`src/rtl/mm_rd_burst_arbiter_pkg.sv`:
```
// Shared types and constants for the read-burst arbiter.
package mm_rd_burst_arbiter_pkg;

    localparam int unsigned NUM_MAX = 8;
    localparam int unsigned IDX_W   = $clog2(NUM_MAX);

    typedef enum logic [1:0] {
        ST_IDLE  = 2'd0,
        ST_ISSUE = 2'd1,
        ST_WAIT  = 2'd2
    } arb_state_t;

    // Fold an index that may have run one lap past n back into 0..n-1.
    function automatic int unsigned idx_wrap(input int unsigned v, input int unsigned n);
        return (v >= n) ? (v - n) : v;
    endfunction

endpackage

```
`src/rtl/mm_rd_burst_arbiter_rr_pick.sv`:
```
// Round-robin picker: first requester at or after ptr, wrapping mod NUM.
module mm_rd_burst_arbiter_rr_pick
    import mm_rd_burst_arbiter_pkg::*;
#(
    parameter int unsigned NUM = 4
) (
    input  logic [NUM-1:0]   req,
    input  logic [IDX_W-1:0] ptr,
    output logic [NUM-1:0]   win_oh,
    output logic [IDX_W-1:0] win_idx,
    output logic             win_vld
);

    // Scan offsets from the pointer; constant bit indices keep the search shallow.
    always_comb begin
        win_oh  = '0;
        win_idx = '0;
        win_vld = 1'b0;
        for (int unsigned k = 0; k < NUM; k++) begin
            for (int unsigned i = 0; i < NUM; i++) begin
                if (!win_vld && req[i] && (idx_wrap(32'(ptr) + k, NUM) == i)) begin
                    win_vld    = 1'b1;
                    win_oh[i]  = 1'b1;
                    win_idx    = IDX_W'(i);
                end
            end
        end
    end

endmodule

```
`src/rtl/mm_rd_burst_arbiter.sv`:
```
// Shares one AXI read-core request port among NUM video read channels,
// one transaction in flight, with a done-watchdog and rvalid steering.
module mm_rd_burst_arbiter
    import mm_rd_burst_arbiter_pkg::*;
#(
    parameter int unsigned NUM     = 4,
    parameter int unsigned ASIZE   = 29,
    parameter int unsigned LSIZE   = 9,
    parameter int unsigned TIMEOUT = 4096
) (
    input  logic                 axi_aclk,
    input  logic                 rst,
    input  logic [NUM-1:0]       ch_req,
    input  logic [NUM*LSIZE-1:0] ch_len,
    input  logic [NUM*ASIZE-1:0] ch_addr,
    output logic [NUM-1:0]       ch_resp,
    output logic [NUM-1:0]       ch_done,
    output logic [NUM-1:0]       ch_rvalid,
    output logic                 core_req,
    output logic [LSIZE-1:0]     core_len,
    output logic [ASIZE-1:0]     core_addr,
    input  logic                 core_resp,
    input  logic                 core_done,
    input  logic                 axi_rvalid,
    output logic [NUM-1:0]       grant,
    output logic                 busy,
    output logic                 err
);

    localparam int unsigned WD_W = (TIMEOUT > 1) ? $clog2(TIMEOUT) : 1;
    localparam logic [WD_W-1:0] WD_LAST = (TIMEOUT > 0) ? WD_W'(TIMEOUT - 1) : '0;

    arb_state_t       state;
    logic [IDX_W-1:0] ptr;
    logic [IDX_W-1:0] gidx;
    logic [IDX_W-1:0] ptr_next;
    logic [WD_W-1:0]  wd_cnt;
    logic             wd_hit;

    logic [NUM-1:0]   pick_oh;
    logic [IDX_W-1:0] pick_idx;
    logic             pick_vld;
    logic [LSIZE-1:0] sel_len;
    logic [ASIZE-1:0] sel_addr;

    mm_rd_burst_arbiter_rr_pick #(.NUM(NUM)) u_pick (
        .req     (ch_req),
        .ptr     (ptr),
        .win_oh  (pick_oh),
        .win_idx (pick_idx),
        .win_vld (pick_vld)
    );

    // Select the winner's length and address for latching.
    always_comb begin
        sel_len  = '0;
        sel_addr = '0;
        for (int unsigned i = 0; i < NUM; i++) begin
            if (pick_oh[i]) begin
                sel_len  = ch_len[i*LSIZE +: LSIZE];
                sel_addr = ch_addr[i*ASIZE +: ASIZE];
            end
        end
    end

    assign ptr_next  = IDX_W'(idx_wrap(32'(gidx) + 1, NUM));
    assign wd_hit    = (TIMEOUT > 0) && (wd_cnt == WD_LAST);
    assign busy      = (state != ST_IDLE);
    assign ch_rvalid = grant & {NUM{axi_rvalid}};

    // Arbitration FSM with latched request, pointer advance and watchdog.
    always_ff @(posedge axi_aclk or posedge rst) begin
        if (rst) begin
            state     <= ST_IDLE;
            ptr       <= '0;
            gidx      <= '0;
            wd_cnt    <= '0;
            core_req  <= 1'b0;
            core_len  <= '0;
            core_addr <= '0;
            grant     <= '0;
            ch_resp   <= '0;
            ch_done   <= '0;
            err       <= 1'b0;
        end else begin
            ch_resp <= '0;
            ch_done <= '0;
            case (state)
                ST_IDLE: begin
                    if (pick_vld) begin
                        grant     <= pick_oh;
                        gidx      <= pick_idx;
                        core_len  <= sel_len;
                        core_addr <= sel_addr;
                        core_req  <= 1'b1;
                        state     <= ST_ISSUE;
                    end
                end
                ST_ISSUE: begin
                    if (core_resp) begin
                        core_req <= 1'b0;
                        ch_resp  <= grant;
                        wd_cnt   <= '0;
                        if (core_done) begin
                            ch_done <= grant;
                            grant   <= '0;
                            ptr     <= ptr_next;
                            state   <= ST_IDLE;
                        end else begin
                            state <= ST_WAIT;
                        end
                    end
                end
                ST_WAIT: begin
                    if (core_done || wd_hit) begin
                        ch_done <= grant;
                        grant   <= '0;
                        ptr     <= ptr_next;
                        state   <= ST_IDLE;
                        if (!core_done) begin
                            err <= 1'b1;
                        end
                    end else begin
                        wd_cnt <= wd_cnt + 1'b1;
                    end
                end
                default: state <= ST_IDLE;
            endcase
        end
    end

endmodule

```
`config.mk`:
```
export PLATFORM = sky130hd
export DESIGN_NAME = mm_rd_burst_arbiter
export DESIGN_NICKNAME = d
export VERILOG_FILES = /design/src/rtl/mm_rd_burst_arbiter_pkg.sv /design/src/rtl/mm_rd_burst_arbiter_rr_pick.sv /design/src/rtl/mm_rd_burst_arbiter.sv
export SDC_FILE = /design/constraint.sdc
export NUM_CORES = 1
export LEC_CHECK = 0
export ABC_AREA = 1
export BUFFER_PORTS_ARGS = -buffer_cell sky130_fd_sc_hd__buf_4
export CAP_MARGIN = 0
export CELL_PAD_IN_SITES_DETAIL_PLACEMENT = 0
export CELL_PAD_IN_SITES_GLOBAL_PLACEMENT = 1
export CORE_ASPECT_RATIO = 0.6
export CORE_MARGIN = 3
export CORE_UTILIZATION = 31
export DETAILED_ROUTE_END_ITERATION = 8
export GPL_TIMING_DRIVEN = 0
export HOLD_SLACK_MARGIN = 0.15
export PLACE_DENSITY_LB_ADDON = 0.15
export SETUP_SLACK_MARGIN = 0.2
export SYNTH_ARGS = -nofsm -noshare
export SYNTH_HDL_FRONTEND = slang
export SYNTH_SLANG_ARGS = --single-unit
```
`constraint.sdc`:
```
create_clock -name axi_aclk -period 3.1 [get_ports axi_aclk]
set_input_delay 0.155 -clock axi_aclk [delete_from_list [all_inputs] [get_ports axi_aclk]]
set_output_delay 0.155 -clock axi_aclk [all_outputs]
set_load 0.02 [all_outputs]
```
**Word-level counts from Yosys, hierarchy flattened**

Cells that the tools add are included.

- Register bits: 72
- Input bits: 161
- Output and inout bits: 57

- Reduce and logical (&&, ||, !) cells: 63
- $add $sub $neg: 10
- Order comparisons: 5
- Equality and inequality tests: 20
- Mux-type cells: 85
- Bitwise gates (word level): 2

Operators by type and width:

| cell | count |
|---|---|
| 32-bit by 2-bit == test with 1-bit output, second input constant | 8 |
| 32-bit by 1-bit == test with 1-bit output, second input constant | 4 |
| 32-bit zero test | 4 |
| 32-bit 2-to-1 mux | 4 |
| 29-bit 2-to-1 mux | 4 |
| 32-bit by 3-bit greater-or-equal comparator with 1-bit output, second input constant | 3 |
| 32-bit by 3-bit subtractor with 32-bit output, second input constant | 3 |
| 2-bit 2-to-1 mux | 18 |
| 4-bit 2-to-1 mux | 9 |
| 9-bit 2-to-1 mux | 4 |
| 1-bit 2-to-1 mux | 34 |
| 1-bit logical AND | 31 |
| 12-bit 2-to-1 mux | 2 |
| 12-bit case mux with 2 select lines | 1 |
| 1-bit zero test | 15 |
| 12-bit by 1-bit adder with 12-bit output, second input constant | 1 |
| 12-bit == test, second input constant | 1 |
| 3-bit 2-to-1 mux | 4 |
| 4-bit case mux with 3 select lines | 1 |
| 3-bit AND reduction | 4 |
| 2-bit != test, second input constant | 5 |
| 3-bit by 1-bit adder with 4-bit output, second input constant | 2 |
| 3-bit by 2-bit adder with 4-bit output, second input constant | 2 |
| 4-bit case mux with 2 select lines | 1 |
| other kinds (18) | 20 |

**Longest topological paths before layout**

- Depth after elaboration: 67
- Mapped depth: 18
- Mapped depth without buffers: 16

**Modules after synthesis**

From an unflattened synthesis, not the netlist that was laid out.

- Cell total of the unflattened synthesis: 669
- Area, all modules: 4715.8 µm²

Modules (own cells, without submodules):

| module | instances | area an instance (µm²) | cells each |
|---|---|---|---|
| mm_rd_burst_arbiter | 1 | 4279.1 | 588 |
| mm_rd_burst_arbiter_rr_pick | 1 | 436.7 | 81 |

**Worst setup path after synthesis**

OpenSTA, ideal clock, no wires.

- Path kind: reg-to-reg
- Start: reg ptr[1]
- End: reg core_addr[15]
- Arrival time: 2.153 ns
- Cell stages (with the launch flop): 18
- Required time: 2.983 ns
- Period minus slack after synthesis: 2.270 ns
- Setup slack: 0.830 ns
- Library setup time: 0.117 ns
- Cells stage by stage: dfrtp_1 -> inv_2 -> ha_1 -> inv_1 -> nand4_1 -> o21ai_1 -> nand3_1 -> inv_1 -> nor2_4 -> nand4_1 -> nor3b_1 -> nand2_1 -> buf_4 -> buf_6 -> nand2_1 -> nand2_1 -> nor2_1 -> nor2_1

- Word-level cells in the longest chain between the ends: 66
- Elaborated cells between the ends (all ways): 113

RTL lines:

| item | RTL line | source |
|---|---|---|
| start, declared | mm_rd_burst_arbiter.sv:34 | `logic [IDX_W-1:0] ptr;` |
| start signal, assigned | mm_rd_burst_arbiter.sv:107 | `ptr <= ptr_next;` |
| start signal, assigned | mm_rd_burst_arbiter.sv:118 | `ptr <= ptr_next;` |
| 3-bit by 3-bit subtractor with 4-bit output / 3-bit greater-or-equal comparator (equally long branches) | mm_rd_burst_arbiter_pkg.sv:15 | `return (v >= n) ? (v - n) : v;` |
| 32-bit 2-to-1 mux | mm_rd_burst_arbiter_pkg.sv:15 |  |
| 32-bit zero test | mm_rd_burst_arbiter_rr_pick.sv:21 | `if (!win_vld && req[i] && (idx_wrap(32'(ptr) + k, NUM) == i)) begin` |
| 1-bit logical AND | mm_rd_burst_arbiter_rr_pick.sv:21 |  |
| 1-bit 2-to-1 mux | mm_rd_burst_arbiter_rr_pick.sv:21 |  |
| 1-bit zero test | mm_rd_burst_arbiter_rr_pick.sv:21 |  |
| 1-bit logical AND (2 in series) | mm_rd_burst_arbiter_rr_pick.sv:21 |  |
| 1-bit 2-to-1 mux | mm_rd_burst_arbiter_rr_pick.sv:21 |  |
| [... 47 more ...] | n/a |  |
| 1-bit 2-to-1 mux | mm_rd_burst_arbiter_rr_pick.sv:21 |  |
| 1-bit zero test | mm_rd_burst_arbiter_rr_pick.sv:21 |  |
| 1-bit logical AND (2 in series) | mm_rd_burst_arbiter_rr_pick.sv:21 |  |
| 1-bit 2-to-1 mux | mm_rd_burst_arbiter_rr_pick.sv:21 |  |
| 1-bit zero test | mm_rd_burst_arbiter_rr_pick.sv:21 |  |
| 1-bit logical AND (2 in series) | mm_rd_burst_arbiter_rr_pick.sv:21 |  |
| 1-bit 2-to-1 mux | mm_rd_burst_arbiter_rr_pick.sv:21 |  |
| 29-bit 2-to-1 mux / 2-bit AND reduction (equally long branches) | n/a |  |
| end signal, assigned | mm_rd_burst_arbiter.sv:94 | `core_addr <= sel_addr;` |
| end, declared | mm_rd_burst_arbiter.sv:21 | `output logic [ASIZE-1:0] core_addr,` |

Parallel ways exist; a longest one is shown, timed or not.
A chain may end at the register's enable or synchronous reset.

**Worst setup path after layout**

- Start: reg ptr[1]
- End: reg core_addr[19]

Same word-level chain as after synthesis.

==> flow_metrics.env <==
export IMPL_dieArea_sq_mm=0.0159
export IMPL_slew_headroom_pct=66.5
export IMPL_grt_pass1_wl_um=25900
export IMPL_p_leak_nw=3.78
export IMPL_wire_per_inst_um=14.1
export IMPL_ys_types=32
export IMPL_crit_type="flip-flop to flip-flop"
export IMPL_final_cell_mix="242 x nand2_1, 224 x buf_4, 142 x nor2_1"
export IMPL_slew_violations=0
export IMPL_grt_max_degree=66
export IMPL_synth_top_flop_cell="dfrtp_1"
export IMPL_report_final_hold_viol_count=0
export IMPL_groute_usage_overall_pct=20.2
export IMPL_worst_slew_pin_slew_ps=503
export IMPL_drcViolationCount=0
export IMPL_drtIter0Drc=258
export IMPL_end_kind="flip-flop"
export IMPL_required_ps=3320
export IMPL_cts_tree="done"
export IMPL_numCtsBuffers=9
export IMPL_finalSetupTns_ps=0
export IMPL_ys_warn_count=0
export IMPL_ys_ff_latch=71
export IMPL_rsz0062_at_grt="yes"
export IMPL_ios=218
export IMPL_seq_area_frac_synth_pct=39.9
export IMPL_period_needed_ps=2660
export IMPL_core_region_area_sq_mm=0.0138
export IMPL_die_y_um=98.8
export IMPL_worstSetupStartpointType="flip-flop"
export IMPL_max_freq_mhz=376
export IMPL_grt_pass1_vias=5157
export IMPL_vias=5337
export IMPL_final_core_util_pct=52.5
export IMPL_fp_dieW_um=161
export IMPL_placed_cells=1087
export IMPL_io_buffer_count=217
export IMPL_hpwl_um=12500
export IMPL_rows=33
export IMPL_layout_commonest_cell="nand2_1"
export IMPL_maxCapViolCount=0
export IMPL_areaGrowthSynthToFinish_pct=63.0
export IMPL_clkLatencyLatePin_ps=330
export IMPL_status="complete, no violations"
export IMPL_powerDensity_mw_per_mm2=920
export IMPL_viasPerCell=4.60
export IMPL_clockBufferDepth=2
export IMPL_antenna_found_initial=0
export IMPL_root_buffer="clkbuf_16"
export IMPL_synth_edf_count=0
export IMPL_htree_num_levels=3
export IMPL_antenna_left=0
export IMPL_fill_cells=1383
export IMPL_synthCells=677
export IMPL_place_gp_congestion=0.844
export IMPL_crit_fanout=10
export IMPL_syn_area_per_cell_sq_um=6.58
export IMPL_setup_viol=0
export IMPL_period_share_pct=85.8
export IMPL_drtPass1Iterations=5
export IMPL_synth_area_sq_mm=0.00445
export IMPL_stdcell_count=1161
export IMPL_fin_nets=1135
export IMPL_hold_path_class="input port to flip-flop"
export IMPL_async_flop_share_pct=100
export IMPL_crit_arrival_ps=2880
export IMPL_ir_drop_mv=0.354
export IMPL_clkTransAtPathRegs_ps=60
export IMPL_synth_nets=848
export IMPL_layout_drive_gt1_share_pct=28.6
export IMPL_start_util_pct=32.2
export IMPL_wl_um=16400
export IMPL_fin_skew_ps=6.73
export IMPL_diodes=0
export IMPL_cts_num_sinks=71
export IMPL_grt_overflow=0
[area by class of cell]
| cell class | count | area [sq um] | area share [%] |
|---|---|---|---|
| buffer | 26 | 156 | 2.15 |
| clock buffer | 13 | 260 | 3.58 |
| clock inverter | 3 | 17.5 | 0.241 |
| inverter | 53 | 201 | 2.77 |
| multi-input combinational | 527 | 2360 | 32.5 |
| sequential | 71 | 1780 | 24.5 |
| tap | 192 | 240 | 3.31 |
| timing repair buffer | 276 | 2250 | 31.0 |
[synth_stat cells, types with 2 or more instances]
cell type | n | area (sq um)
nor3b_1 | 2 | 15.0
a21oi_1 | 12 | 60.1
nor3_1 | 12 | 60.1
inv_1 | 49 | 184
o21a_1 | 2 | 15.0
dfrtp_1 | 71 | 1780
buf_4 | 7 | 52.6
ha_1 | 10 | 125
o21ai_0 | 15 | 75.1
nor2_1 | 142 | 533
inv_2 | 3 | 11.3
o21ai_1 | 6 | 30.0
nand3_2 | 2 | 20.0
nand4_1 | 9 | 56.3
nand4_2 | 2 | 25.0
and3_1 | 2 | 12.5
clkbuf_1 | 6 | 22.5
nand2_1 | 242 | 908
buf_2 | 12 | 60.1
nand3_1 | 55 | 275
o21bai_1 | 2 | 15.0
nand3b_1 | 2 | 15.0
nor2_2 | 3 | 18.8
[sequential cells by signal, indices dropped and copies added (netlist names)]
register   flops
core_addr     29
wd_cnt        12
core_len       9
ch_done        4
ch_resp        4
grant          4
ptr            3
gidx           2
state          2
core_req       1
err            1
[cell families (layout without fill, tap and decap cells)]
kind of cell	count (synthesis)	in the layout	synth area share [%]
simple gates	478	478	44.8
fa+ha+maj	10	10	2.81
compound gates	39	39	4.75
buf+inv	79	371	7.75
flops	71	71	39.9
[path summary, 6_finish.rpt]
check / start / cells past startpoint / endpoint / slack, ps
setup / recovery: ptr[1] / 17 / core_addr[19] / 440
hold / removal: ch_len[23] / 5 / core_len[5] / 160
setup reg to reg: ptr[1] / 17 / core_addr[19] / 440
hold reg to reg: gidx[1] / 2 / gidx[1] / 490
max in group asynchronous: rst / 4 / ptr[1] / 2240
min in group asynchronous: rst / 3 / core_addr[12] / 280
[report_power, final]
group          internal (mW)  switching, mW  total, mW
combinational           1.58           2.63       4.22
clock                  0.583          0.389      0.972
sequential              1.29          0.199       1.49
total                   3.46           3.22       6.68
[per-layer routing]
metal | vias up | GRT usage (%) | wire [um] | part of all wire [%]
li1 | 2691 | - | - | -
met1 | 2460 | 28.6 | 7910 | 48
met2 | 169 | 32.1 | 7310 | 45
met3 | 17 | 4.16 | 951 | 5.8
met4 | 0 | 4.76 | 220 | 1.3
met5 | - | 0 | 0 | 0
[critical path, stage by stage (launching register included)]
cell and delay [ps]:
dfrtp_2 440, inv_2 110, ha_1 230, inv_1 70
nand4_1 80, o21ai_1 150, nand3_1 140, inv_1 130
nor2_4 60, nand4_1 110, nor3b_1 230, nand2_1 140
buf_4 200, buf_6 160, nand2_1 70, nand2_1 50
nor2_1 90, nor2_1 50
[timing repair]
action	in CTS	in global routing
setup endpoints to repair	38	46
hold buffers	57	0
gates resized for setup	2	13
endpoints found under the hold margin	111	0
gates cloned	0	0
setup buffers	0	1
[stage by stage]
stage | power [mW] | instance area (sq um) | setup WS, ps | hold WS, ps
after global placement | 5.52 | 6320 | 38.0 | 459
after detailed placement | 5.59 | 6350 | 101 | 61.2
after global routing | 7.30 | 7260 | 187 | 164
after floorplan | 4.14 | 4450 | 830 | 340
after CTS | 6.66 | 7210 | 209 | 151
final | 6.68 | 7260 | 442 | 160
Note: power is estimated with default switching activity, not from simulation.
